`config.mk`:
```
export PLATFORM = sky130hd
export DESIGN_NAME = branch_resolve_unit
export DESIGN_NICKNAME = d
export VERILOG_FILES = /design/src/rtl/branch_resolve_unit.sv
export SDC_FILE = /design/constraint.sdc
export NUM_CORES = 1
export LEC_CHECK = 0
export CAP_MARGIN = 20
export CORE_MARGIN = 2
export CORE_UTILIZATION = 40
export CTS_CLUSTER_DIAMETER = 30
export DETAILED_ROUTE_END_ITERATION = 8
export MAX_ROUTING_LAYER = met4
export PLACE_DENSITY_LB_ADDON = 0.25
export SYNTH_ARGS = -nofsm -noshare
export SYNTH_HDL_FRONTEND = slang
export SYNTH_SLANG_ARGS = --single-unit
```
`constraint.sdc`:
```
create_clock -name clk -period 5.2 [get_ports clk]
set_input_delay 1.04 -clock clk [delete_from_list [all_inputs] [get_ports clk]]
set_output_delay 1.04 -clock clk [all_outputs]
set_load 0.005 [all_outputs]
```
`src/rtl/branch_resolve_unit.sv`:
```
// -----------------------------------------------------------------------------
// branch_resolve_unit
//
// Resolution side of the branch predictor. Every fetch-stage prediction is
// kept in an in-order queue. At EX the queue head is checked against the
// actual outcome. A mismatch raises flush and redirect. Every resolved
// conditional branch drives the predictor update port.
//
// Parameters
//   ADDR_W        instruction byte-address width
//   PQ_DEPTH      prediction queue entries (power of 2, >= 2)
//   FLUSH_CYCLES  cycles flush is held high after a mispredict (>= 1)
//
// Ports
//   clk, rst_n                         clock (rising edge), async active-low reset
//   if_push / if_pred_taken /
//   if_pred_target                     prediction pushed by IF
//   pq_full                            queue full, IF must stall (push is dropped)
//   ex_valid / ex_is_branch / ex_pc /
//   ex_taken / ex_target               outcome resolved at EX (pops the head)
//   flush                              kill younger instructions in IF/ID
//   redirect_valid / redirect_pc       one-cycle fetch restart pulse and address
//   upd_is_branch / upd_addr /
//   upd_next_addr / upd_is_suc         predictor training strobe and payload
//   err_underflow                      sticky: ex_valid seen with an empty queue
//   perf_branches / perf_mispred       saturating performance counters
//
// Configuration
//   BRU_PERF_CNT_EN  defined   : perf counters are built
//                    undefined : perf_branches / perf_mispred are tied to 0
//
// All outputs are registered. flush, redirect and update appear one cycle
// after the EX cycle that produced them.
// -----------------------------------------------------------------------------
module branch_resolve_unit #(
    parameter int ADDR_W       = 12,
    parameter int PQ_DEPTH     = 4,
    parameter int FLUSH_CYCLES = 2
) (
    input  logic              clk,
    input  logic              rst_n,
    // IF side
    input  logic              if_push,
    input  logic              if_pred_taken,
    input  logic [ADDR_W-1:0] if_pred_target,
    output logic              pq_full,
    // EX side
    input  logic              ex_valid,
    input  logic              ex_is_branch,
    input  logic [ADDR_W-1:0] ex_pc,
    input  logic              ex_taken,
    input  logic [ADDR_W-1:0] ex_target,
    // pipeline control
    output logic              flush,
    output logic              redirect_valid,
    output logic [ADDR_W-1:0] redirect_pc,
    // predictor update
    output logic              upd_is_branch,
    output logic [ADDR_W-1:0] upd_addr,
    output logic [ADDR_W-1:0] upd_next_addr,
    output logic              upd_is_suc,
    // status
    output logic              err_underflow,
    output logic [15:0]       perf_branches,
    output logic [15:0]       perf_mispred
);

    localparam int PTR_W = $clog2(PQ_DEPTH);
    localparam int CNT_W = PTR_W + 1;
    localparam int FC_W  = $clog2(FLUSH_CYCLES + 1);
    localparam logic [CNT_W-1:0] DEPTH_C = CNT_W'(PQ_DEPTH);

    typedef enum logic {
        ST_RUN   = 1'b0,
        ST_FLUSH = 1'b1
    } state_t;

    // -------------------------------------------------------------------------
    // State
    // -------------------------------------------------------------------------
    state_t            state;
    logic [FC_W-1:0]   flush_cnt;
    logic [PTR_W-1:0]  wr_ptr;
    logic [PTR_W-1:0]  rd_ptr;
    logic [CNT_W-1:0]  count;

    logic              pq_taken  [PQ_DEPTH];
    logic [ADDR_W-1:0] pq_target [PQ_DEPTH];

    // -------------------------------------------------------------------------
    // Resolve / queue decisions for the current cycle
    // -------------------------------------------------------------------------
    logic              pq_empty;
    logic              count_full;
    logic              resolve;
    logic              pop;
    logic              push;
    logic              head_taken;
    logic [ADDR_W-1:0] head_target;
    logic              mispredict;
    logic [ADDR_W-1:0] correct_pc;
    logic [CNT_W-1:0]  count_next;

    assign pq_empty    = (count == '0);
    assign count_full  = (count == DEPTH_C);
    assign head_taken  = pq_taken[rd_ptr];
    assign head_target = pq_target[rd_ptr];

    // EX is only honoured in RUN. During FLUSH the resolving instruction
    // belongs to the killed wrong path.
    assign resolve = (state == ST_RUN) && ex_valid;
    assign pop     = resolve && !pq_empty;

    // A non-branch whose prediction said taken means the predictor aliased it
    // onto a branch entry. Fetch went somewhere wrong, so that is a mispredict too.
    always_comb begin
        // NOTE: every always_comb output gets a default first so no path can infer a latch.
        mispredict = 1'b0;
        if (pop) begin
            if (ex_is_branch) begin
                mispredict = (ex_taken != head_taken) ||
                             (ex_taken && (ex_target != head_target));
            end else begin
                mispredict = head_taken;
            end
        end
    end

    assign correct_pc = (ex_is_branch && ex_taken) ? ex_target
                                                   : ex_pc + ADDR_W'(4);

    // A push while full is only accepted if the head leaves in the same cycle.
    // The instruction fetched in the mispredict cycle is itself wrong-path,
    // so the clear wins over its push.
    assign push = if_push && !mispredict && (!count_full || pop);

    always_comb begin
        count_next = count;
        case ({push, pop})
            2'b10:   count_next = count + CNT_W'(1);
            2'b01:   count_next = count - CNT_W'(1);
            default: count_next = count;
        endcase
    end

    // -------------------------------------------------------------------------
    // Queue storage
    // -------------------------------------------------------------------------
    // NOTE: the storage array has no reset; an entry is never read before it
    // has been written, because count/pointers (which are reset) gate every read.
    always_ff @(posedge clk) begin
        if (push) begin
            pq_taken[wr_ptr]  <= if_pred_taken;
            pq_target[wr_ptr] <= if_pred_target;
        end
    end

    // -------------------------------------------------------------------------
    // Control FSM, queue pointers and registered outputs
    // -------------------------------------------------------------------------
    // NOTE: sequential state uses non-blocking assignments only. All registers
    // then sample the pre-edge values, whatever the statement order.
    always_ff @(posedge clk or negedge rst_n) begin
        if (!rst_n) begin
            state          <= ST_RUN;
            flush_cnt      <= '0;
            wr_ptr         <= '0;
            rd_ptr         <= '0;
            count          <= '0;
            pq_full        <= 1'b0;
            flush          <= 1'b0;
            redirect_valid <= 1'b0;
            redirect_pc    <= '0;
            upd_is_branch  <= 1'b0;
            upd_addr       <= '0;
            upd_next_addr  <= '0;
            upd_is_suc     <= 1'b0;
            err_underflow  <= 1'b0;
        end else begin
            redirect_valid <= 1'b0;
            upd_is_branch  <= 1'b0;

            // Predictor training. Any conditional branch resolved in RUN trains
            // the predictor, whether or not it mispredicted.
            if (resolve && ex_is_branch) begin
                upd_is_branch <= 1'b1;
                upd_addr      <= ex_pc;
                upd_next_addr <= ex_target;
                upd_is_suc    <= ex_taken;
            end

            if (resolve && pq_empty) begin
                err_underflow <= 1'b1;
            end

            // Queue bookkeeping
            if (mispredict) begin
                wr_ptr  <= '0;
                rd_ptr  <= '0;
                count   <= '0;
                pq_full <= 1'b0;
            end else begin
                if (push) wr_ptr <= wr_ptr + 1'b1;
                if (pop)  rd_ptr <= rd_ptr + 1'b1;
                count   <= count_next;
                pq_full <= (count_next == DEPTH_C);
            end

            // RUN -> FLUSH -> RUN. The cycles in which flush is high are exactly
            // the FLUSH cycles, so EX is ignored while younger work is killed.
            case (state)
                ST_RUN: begin
                    if (mispredict) begin
                        state          <= ST_FLUSH;
                        flush          <= 1'b1;
                        flush_cnt      <= FC_W'(FLUSH_CYCLES - 1);
                        redirect_valid <= 1'b1;
                        redirect_pc    <= correct_pc;
                    end
                end
                ST_FLUSH: begin
                    if (flush_cnt == '0) begin
                        state <= ST_RUN;
                        flush <= 1'b0;
                    end else begin
                        flush_cnt <= flush_cnt - 1'b1;
                    end
                end
                default: begin
                    state <= ST_RUN;
                    flush <= 1'b0;
                end
            endcase
        end
    end

    // -------------------------------------------------------------------------
    // Performance counters
    // -------------------------------------------------------------------------
`ifdef BRU_PERF_CNT_EN
    always_ff @(posedge clk or negedge rst_n) begin
        if (!rst_n) begin
            perf_branches <= '0;
            perf_mispred  <= '0;
        end else begin
            if (resolve && ex_is_branch && (perf_branches != 16'hFFFF)) begin
                perf_branches <= perf_branches + 16'd1;
            end
            if (mispredict && (perf_mispred != 16'hFFFF)) begin
                perf_mispred <= perf_mispred + 16'd1;
            end
        end
    end
`else
    assign perf_branches = '0;
    assign perf_mispred  = '0;
`endif

endmodule

```
* Word level (Yosys, flattened, before mapping)
Memory sizes are Yosys's and may differ from the RTL's. Cells that the tools add are included.
Word-level totals: word-level logic and storage cells 75, register bits 52, memories kept 2, input bits 43, output and inout port bits 74, RAM bits 52
Cells by class: equal/unequal tests 9, reductions and logical operators 20, add/sub/neg operators 6, mux-type cells 23, bitwise operators 1
Memories:
- pq_target | depth 4, width 12, rd ports 1, clocked after memory_dff 0, write ports 1, RTL line 88 | logic [ADDR_W-1:0] pq_target [PQ_DEPTH];
- pq_taken | depth 4, width 1, rd ports 1, clocked after memory_dff 0, write ports 1, RTL line 87 | logic pq_taken [PQ_DEPTH];
Operator list (count):
- $add 12x3->12 const B | 1
- $mux 12 | 1
- $mux 2 | 6
- $ne 12x12->1 | 1
- $mux 1 | 11
- $logic_and 1x1->1 | 8
- $eq 3x3->1 const B | 2
- $pmux 3 s2 | 1
- $reduce_and 2->1 | 3
- $add 2x1->2 const B | 2
- $ne 2x2->1 const B | 2
- $pmux 1 s2 | 2
- $pmux 2 s2 | 1
- $reduce_bool 2->1 | 2
- $add 3x1->3 const B | 1
- $logic_not 1->1 | 3
- $logic_not 3->1 | 1
- $mux 3 | 1
- $sub 3x1->3 const B | 1
- $eq 2x1->1 const B | 1
- $eq 2x2->1 const B | 1
- $logic_not 2->1 | 1
- $logic_or 1x1->1 | 2
- $ne 2x1->1 const B | 1
- 3 further kinds | 3

* Logic depth before layout (Yosys ltp)
Gate-level depths: netlist (run 1). An unclocked memory read counts as a cell.
word-level depth 13, mapped depth 13, depth with buffers taken out 11

* Worst setup path after synthesis (run 1)
No wires, ideal clock.
path type in2reg, start input port ex_is_branch, end memory pq_taken[0], enable pin, setup time 0.382 ns, required time 4.818 ns, arrival 2.734 ns, cell stages on the path 8, slack 2.084 ns, cells stage by stage and2_1 -> clkbuf_1 -> nand3_1 -> nor4_4 -> nor2_2 -> buf_6 -> buf_6 -> nor2_1
Between the ends: longest elaborated chain between the ends 7
RTL lines:
- start: declaration | RTL line 49 | input logic ex_is_branch,
- $mux 1 | RTL line 120 | if (ex_is_branch) begin
- $mux 1 | RTL line 119 | if (pop) begin
- $logic_not 1->1 | RTL line 135 | assign push = if_push && !mispredict && (!count_full || pop);
- $logic_and 1x1->1 (2 in a row) | RTL line 135
- $mux 1 | RTL line 152 | if (push) begin
- $mux 1 (not written as such) | RTL line 153 | pq_taken[wr_ptr] <= if_pred_taken;
- end: declaration | RTL line 87
No other way between the ends.

* Final worst setup path (run 1)
start register rd_ptr[0], end register pq_full
Between the ends: longest elaborated chain between the ends 13, elaborated cells between the ends (all ways) 16
RTL lines:
- start: declaration | RTL line 84 | logic [PTR_W-1:0] rd_ptr;
- start signal: assignment | RTL line 204 | if (pop) rd_ptr <= rd_ptr + 1'b1;
- $mem_v2 4x12
- $ne 12x12->1 | RTL line 122 | (ex_taken && (ex_target != head_target));
- $logic_and 1x1->1 | RTL line 122
- $logic_or 1x1->1 | RTL line 121 | mispredict = (ex_taken != head_taken) ||
- $mux 1 * | RTL line 120
- $mux 1 * | RTL line 119
- $logic_not 1->1 | RTL line 135
- $logic_and 1x1->1 (2 in a row) | RTL line 135
- $eq 2x1->1 / $eq 2x2->1 (equally long branches) | RTL line 139 | case ({push, pop})
- $pmux 3 s2 | RTL line 139
- $eq 3x3->1 | RTL line 206 | pq_full <= (count_next == DEPTH_C);
- $mux 1 * | RTL line 197 | if (mispredict) begin
- end signal: assignment | RTL line 206
- end: declaration | RTL line 46 | output logic pq_full,
Mark *: on every way between the ends. The rest lies on a longest branch, timed or not. A chain may end at the register's enable or synchronous reset.

==> results.toml, run 1 <==
[clock_tree]
cts_resized = 0
clock_tree.root_cell = "sky130_fd_sc_hd__clkbuf_16"
cts.reportedPaths.clkPinSlew_ns = 0.07
clock_tree.buffer_depth = 2
clkSinkCount = 104
worst_skew_pair.late_latency_ns = 0.34
htreeDepth = 3
cts_made_buffers = 9
tritoncts = "yes"
post_cts_buffers = 0
hold_bufs_at_cts = 0

[critical_path]
worstPathArrival_ns = 3.94
cpMaxStageDelayCell = "sky130_fd_sc_hd__dfrtp_1"
timing.critical_path.mode_cell = "sky130_fd_sc_hd__a21oi_1"
timing.critical_path.required_ns = 5.46
critical_path_capture_point_type = "flip-flop"
criticalPathCategory = "reg -> reg"
worstPathMaxFanout = 16
critPathLaunchType = "flip-flop"
worstPathCellList = "mux4_1 > xnor2_1 > nand4_1 > nor4_4 > o22ai_1 > fa_1 > nor4_1 > a211oi_1 > a21oi_1 > a21oi_1 > nor3_1"
worst_path_largest_cell_delay_ns = 0.83

[floorplanning]
die_width_um = 113.1
initial_core_util = 0.4132
core_area_um2 = 11520
floorplan_die_height_um = 113.1
design.die.area_um2 = 12780
placementRows = 39
ioPinCount = 117

[sta]
worst-slew-pin-transition_ns = 0.7483
timing.final.crit_period_ns = 3.680
finalCritPeriodShare = 0.7077
finClkSkew_ns = 0.008684
total_negative_setup_slack_ns = 0
timing.final.max_slew_violations = 0
final_hold_violation_count = 0
hold_slack_ns = 0.4653
setup_violators_final = 0
rsz_0062_raised_after_global_routing = "false"
maxSlewHeadroom = 0.5011
fmaxAchievable_ghz = 0.2717

[route]
post_drt_wl_per_cell_um = 15.49
detailroute.via_count = 2723
route.detailed.drc = 17
wirelength_um = 8737
first_iter_violations = 95
drtPass1Iterations = 6
post_drt_via_cell_ratio = 4.828
route.antenna.remaining_nets = 0

[worst_hold_path]
hold_path.class = "reg -> reg"

[logic_synthesis]
avgSynthCellArea_um2 = 14.69
synth_seq_cells = 104
synthesis.instances = 324
synth_cell_types = 38
yosys-top-cells-area = "sky130_fd_sc_hd__edfxtp_1 (33%), sky130_fd_sc_hd__dfrtp_1 (27%), sky130_fd_sc_hd__mux2_2 (8.5%)"
yosys.area.top_type_share = 0.3282
yosys_warnings = 0
sequential_share_of_the_synthesized_area = 0.6016
synth_top_cell_by_area = "sky130_fd_sc_hd__edfxtp_1"
synthesis.area_um2 = 4758

[global_routing]
grt_use_total = 0.1463
grt_max_degree = 53
wire_length_of_the_first_global_routing_pass_um = 14040
antenna_found_initial = 0
first_global_vias = 2629
global_route_overflow = 0

[placed_design]
io_buffer_count = 84
detail_placement_hpwl_um = 6306
placed_cells_incl_taps = 547
gp_routability_congestion = 0.7848

[finish]
antenna-diode-count = 0
drive_above_1_share = 0.1686
post_layout_nonfiller_instances = 564
layout.nets = 466
area.growth.synth_to_final_pct = 25.51

[power_and_ir_drop]
power.density_cell_area_nw_per_um2 = 517.3
total_power_mw = 3.089
vdd_ir_drop_max_mv = 0.1879
static-leakage-power_nw = 2.314

[status]
failed_checks = "design-rule violations"
status = "complete, but fails checks"

[flow_run]
cap_violations = 0
==> area by class of cell <==
| class | count | area [um2] |
|---|---|---|
| clock buffer | 9 | 225.2 |
| clock inverter | 7 | 86.33 |
| fill | 979 | 5544 |
| inverter | 5 | 18.77 |
| multi-input combinational | 204 | 1684 |
| sequential | 104 | 2863 |
| tap | 143 | 178.9 |
| timing repair buffer | 92 | 915.9 |
==> stage by stage <==
step | instance area, um2 | utilization | worst slack, ns
after floorplan | 4875 | - | 2.084
after global placement | 5633 | 0.4891 | 1.492
after detailed placement | 5633 | 0.4891 | 1.390
after CTS | 5944 | 0.5162 | 1.489
after global routing | 5972 | 0.5186 | 1.223
final | 5972 | 0.5186 | 1.520
==> final timing paths <==
kind | endpoint | slack (ns) | start | cells after the start
worst max-delay path | pq_full | 1.52 | rd_ptr[0] | 11
worst min-delay path | err_underflow | 0.47 | err_underflow | 1
worst max register to register | pq_full | 1.52 | rd_ptr[0] | 11
worst min register to register | err_underflow | 0.47 | err_underflow | 1
max in group asynchronous | upd_next_addr[2] | 3.95 | rst_n | 2
min in group asynchronous | upd_addr[6] | 0.81 | rst_n | 2
==> flip-flops by register name, summed over array words and instances, names as in the netlist, 2 cells and up <==
| signal | flops |
|---|---|
| upd_next_addr | 12 |
| pq_taken | 4 |
| wr_ptr | 2 |
| upd_addr | 12 |
| redirect_pc | 12 |
| rd_ptr | 2 |
| pq_target | 48 |
| count | 3 |
| flush_cnt | 2 |
==> layer usage <==
| metal | vias up | GRT usage | wire length, um |
|---|---|---|---|
| li1 | 1293 | - | - |
| met1 | 1329 | 0.2011 | 4020 |
| met2 | 93 | 0.2164 | 4052 |
| met3 | 8 | 0.03535 | 545 |
| met4 | 0 | 0.04634 | 119 |
| met5 | - | - | 0 |
==> worst max-delay path: cells and delay by family (launching register included) <==
kind                       cells  cell delay [ns]
AOI/OAI and AO/OA              4             0.43
xor gates and xnor gates       1             0.16
adders and majority gates      1             0.44
DFF                            1             0.83
muxes                          1             0.70
and+or+nand+nor                4             1.03
==> logic make-up after synthesis <==
logic type | count (synthesis) | synth area share
AO/OA/AOI/OAI | 27 | 0.03182
XOR/XNOR | 23 | 0.04233
adder cells (fa/ha/maj) | 7 | 0.01998
buffers and inverters | 47 | 0.06889
flip-flops | 104 | 0.6016
multiplexers | 56 | 0.1754
other | 1 | 0.0007881
AND/OR/NAND/NOR | 59 | 0.05917
==> cells in the final DEF (no fill, tap or decap), types with 4 or more instances in the layout <==
master                            instances
sky130_fd_sc_hd__o21ai_0                 16
sky130_fd_sc_hd__nor2_1                  17
sky130_fd_sc_hd__inv_1                    5
sky130_fd_sc_hd__xor2_1                   5
sky130_fd_sc_hd__ha_1                     6
sky130_fd_sc_hd__dfrtp_1                 52
sky130_fd_sc_hd__mux2_2                  36
sky130_fd_sc_hd__nand4_1                  4
sky130_fd_sc_hd__nand3_1                  4
sky130_fd_sc_hd__xnor2_1                 18
sky130_fd_sc_hd__edfxtp_1                52
sky130_fd_sc_hd__a21oi_1                  4
sky130_fd_sc_hd__mux4_1                  11
sky130_fd_sc_hd__nand2_1                 22
sky130_fd_sc_hd__mux2_4                   5
sky130_fd_sc_hd__conb_1                  32
sky130_fd_sc_hd__clkdlybuf4s50_1         83
sky130_fd_sc_hd__buf_4                    7
sky130_fd_sc_hd__clkbuf_16                9
==> where the power goes <==
| part | total, mW | leakage, nW | switching (mW) | internal [mW] |
|---|---|---|---|---|
| clock network | 0.694 | 0.150 | 0.310 | 0.384 |
| registers | 1.30 | 1.09 | 0.157 | 1.14 |
| logic | 1.10 | 1.07 | 0.420 | 0.678 |
| total | 3.09 | 2.31 | 0.886 | 2.20 |
==> synthesized netlist by cell type <==
cell / instances
sky130_fd_sc_hd__mux2_2: 36
sky130_fd_sc_hd__mux4_2: 2
sky130_fd_sc_hd__edfxtp_1: 52
sky130_fd_sc_hd__nand4_1: 4
sky130_fd_sc_hd__a21oi_1: 4
sky130_fd_sc_hd__ha_1: 6
sky130_fd_sc_hd__nand2_1: 22
sky130_fd_sc_hd__buf_2: 1
sky130_fd_sc_hd__nor2_1: 17
sky130_fd_sc_hd__xor2_1: 5
sky130_fd_sc_hd__mux2_4: 5
sky130_fd_sc_hd__nor4_1: 1
sky130_fd_sc_hd__mux2i_1: 2
sky130_fd_sc_hd__conb_1: 1
sky130_fd_sc_hd__nand2b_1: 2
sky130_fd_sc_hd__nor3_1: 2
sky130_fd_sc_hd__nor4_4: 1
sky130_fd_sc_hd__inv_1: 5
sky130_fd_sc_hd__nand3_1: 4
sky130_fd_sc_hd__o22ai_1: 2
sky130_fd_sc_hd__and4_1: 1
sky130_fd_sc_hd__xnor2_1: 18
sky130_fd_sc_hd__or2_2: 1
sky130_fd_sc_hd__o21a_1: 1
sky130_fd_sc_hd__nor2_2: 1
sky130_fd_sc_hd__dfrtp_1: 52
sky130_fd_sc_hd__nor2b_1: 2
sky130_fd_sc_hd__buf_4: 32
sky130_fd_sc_hd__and2_1: 1
sky130_fd_sc_hd__o21ai_0: 16
sky130_fd_sc_hd__a2bb2oi_1: 1
sky130_fd_sc_hd__fa_1: 1
sky130_fd_sc_hd__mux4_1: 11
sky130_fd_sc_hd__clkbuf_1: 5
sky130_fd_sc_hd__o211ai_1: 1
sky130_fd_sc_hd__buf_6: 4
sky130_fd_sc_hd__a211oi_1: 1
sky130_fd_sc_hd__a21o_1: 1
Note: power is estimated with default switching activity, not from simulation.
==> run 2, diff against run 1 <==
==> constraint.sdc (replaced) <==
create_clock -name clk -period 3.7 [get_ports clk]
set_input_delay 0.74 -clock clk [delete_from_list [all_inputs] [get_ports clk]]
set_output_delay 0.74 -clock clk [all_outputs]
set_load 0.005 [all_outputs]
==> results.toml, run 2 (synthesis results as in run 1) <==
[status]
status = "complete, but fails checks"
failed_checks = "design-rule violations"

[sta]
total_negative_setup_slack_ns = 0
fmaxAchievable_ghz = 0.3010
hold_slack_ns = 0.3577
final_hold_violation_count = 0
worst-slew-pin-transition_ns = 0.5041
setup_violators_final = 0
rsz_0062_raised_after_global_routing = "false"
finClkSkew_ns = 0.007257
timing.final.max_slew_violations = 0
final.setup.worst_slack_ns = 0.3783
maxSlewHeadroom = 0.6604
timing.final.crit_period_ns = 3.322
finalCritPeriodShare = 0.8978

[power_and_ir_drop]
netSwitchingFraction = 0.2900
internal-power_mw = 3.034
clock_power_share = 0.208
static-leakage-power_nw = 2.311
vdd_ir_drop_max_mv = 0.2396
share_seq_of_total_power = 0.423
net-switching-power_mw = 1.239
power.density_cell_area_nw_per_um2 = 718.3
total_power_mw = 4.273
power.combinational.fraction = 0.368

[finish]
design_area_um2 = 5949
utilization = 0.5166
mostFrequentLayoutCells = "sky130_fd_sc_hd__clkdlybuf4s50_1 (83), sky130_fd_sc_hd__edfxtp_1 (52), sky130_fd_sc_hd__dfrtp_1 (51), sky130_fd_sc_hd__mux2_2 (36), sky130_fd_sc_hd__conb_1 (32)"
post_layout_nonfiller_instances = 568
largest_register_ff_count = 48
antenna-diode-count = 0
layout.nets = 470
mostFrequentLayoutCell = "sky130_fd_sc_hd__clkdlybuf4s50_1"
regMostFlops = "pq_target"
area.growth.synth_to_final_pct = 25.03
drive_above_1_share = 0.1788

[route]
maxUsedRoutingLayer = "met4"
detailroute.via_count = 2789
met3_wirelength_um = 633
first_iter_violations = 161
met2RoutedLength_um = 3908
post_drt_wl_per_cell_um = 15.69
post_drt_via_cell_ratio = 4.910
wirelength_um = 8910
route.detailed.drc = 17
drtPass1Iterations = 7
wl_met1_um = 4233
route.antenna.remaining_nets = 0

[flow_run]
cap_violations = 0

[critical_path]
worstPathMaxFanout = 9
crit-reg2reg-capture = "pq_full"
cpMaxStageDelayCell = "sky130_fd_sc_hd__mux4_1"
reg2reg_from = "rd_ptr[0]"
critical_path_capture_point_type = "flip-flop"
worstPathArrival_ns = 3.58
criticalPathCategory = "reg -> reg"
critPathLaunchType = "flip-flop"
worst_path_largest_cell_delay_ns = 0.60
worstPathCellList = "buf_4 > mux4_1 > xnor2_1 > nand4_1 > nor4_4 > o22ai_1 > fa_1 > nor4_1 > a211oi_1 > a21oi_1 > a21oi_1 > nor3_1"
timing.critical_path.mode_cell = "sky130_fd_sc_hd__a21oi_1"
timing.critical_path.required_ns = 3.95
r2r_slack_ns = 0.38
r2r.worst_path.cells = 12

[global_routing]
antenna_found_initial = 0
grt_use_total = 0.1477
global_route_overflow = 0
grt_max_degree = 32
first_global_vias = 2624
wire_length_of_the_first_global_routing_pass_um = 13930

[clock_tree]
worst_skew_pair.late_latency_ns = 0.34
tritoncts = "yes"
clock_tree.buffer_depth = 2
cts.reportedPaths.clkPinSlew_ns = 0.07
clkSinkCount = 104
htreeDepth = 3
cts_made_buffers = 9
clock_tree.root_cell = "sky130_fd_sc_hd__clkbuf_16"

[placed_design]
detail_placement_hpwl_um = 6556
placed_cells_incl_taps = 552
io_buffer_count = 84
placedInstanceArea_um2 = 5670
gp_routability_congestion = 0.8048
dp_slack_ns = 0.1982

[worst_hold_path]
hold_path.class = "in -> async"

[floorplanning]
ioPinCount = 117
floorplan_die_height_um = 113.1
core_area_um2 = 11520
initial_core_util = 0.4132
placementRows = 39
design.die.area_um2 = 12780
die_width_um = 113.1
-- run 2: worst max path at each step --
stage | from | end | cells past startpoint
finish | rd_ptr[0] | pq_full | 12
global route | rd_ptr[0] | pq_full | 12
CTS | rd_ptr[0] | pq_full | 12
detailed placement | ex_target[11] | pq_full | 11
global placement | ex_target[10] | pq_full | 11
floorplan | rd_ptr[0] | pq_taken[0] | 10
-- run 2: power by group through the flow --
| stage | logic (mW) | registers, mW | clock network [mW] |
|---|---|---|---|
| floorplan | 0.918 | 1.80 | 0 |
| CTS | 1.60 | 1.81 | 0.910 |
| finish | 1.57 | 1.81 | 0.890 |
| detailed placement | 1.59 | 1.83 | 0 |
| global placement | 1.57 | 1.82 | 0 |
| global route | 1.72 | 1.86 | 0.959 |
-- run 2: per-layer routing --
layer | GRT usage | up-vias
li1 | - | 1306
met1 | 0.2053 | 1372
met2 | 0.2128 | 101
met3 | 0.03642 | 10
met4 | 0.05285 | 0
met5 | - | -
-- run 2: critical path: cells and delay by family (launching register included) --
| kind | cells | cell delay (ns) |
|---|---|---|
| AOI/OAI and AO/OA | 4 | 0.42 |
| xor gates and xnor gates | 1 | 0.16 |
| adders and majority gates | 1 | 0.44 |
| buffers and inverters | 1 | 0.23 |
| and+or+nand+nor | 4 | 0.90 |
| DFF | 1 | 0.50 |
| muxes | 1 | 0.60 |
-- run 2: cell type report --
class / count / area, um2
clock buffers: 9 / 225.2
clock inverters: 7 / 52.55
fillers: 980 / 5567
inverters: 5 / 18.77
multi-input cells: 204 / 1684
flip-flops and latches: 104 / 2864
well taps: 143 / 178.9
repair buffers: 96 / 925.9
-- run 2: repair_timing --
action / 4_1_cts / 5_1_grt
buffers inserted: 0 / 0
setup endpoints to repair: 0 / 1
hold buffers: 0 / 0
gates resized for setup: 0 / 1
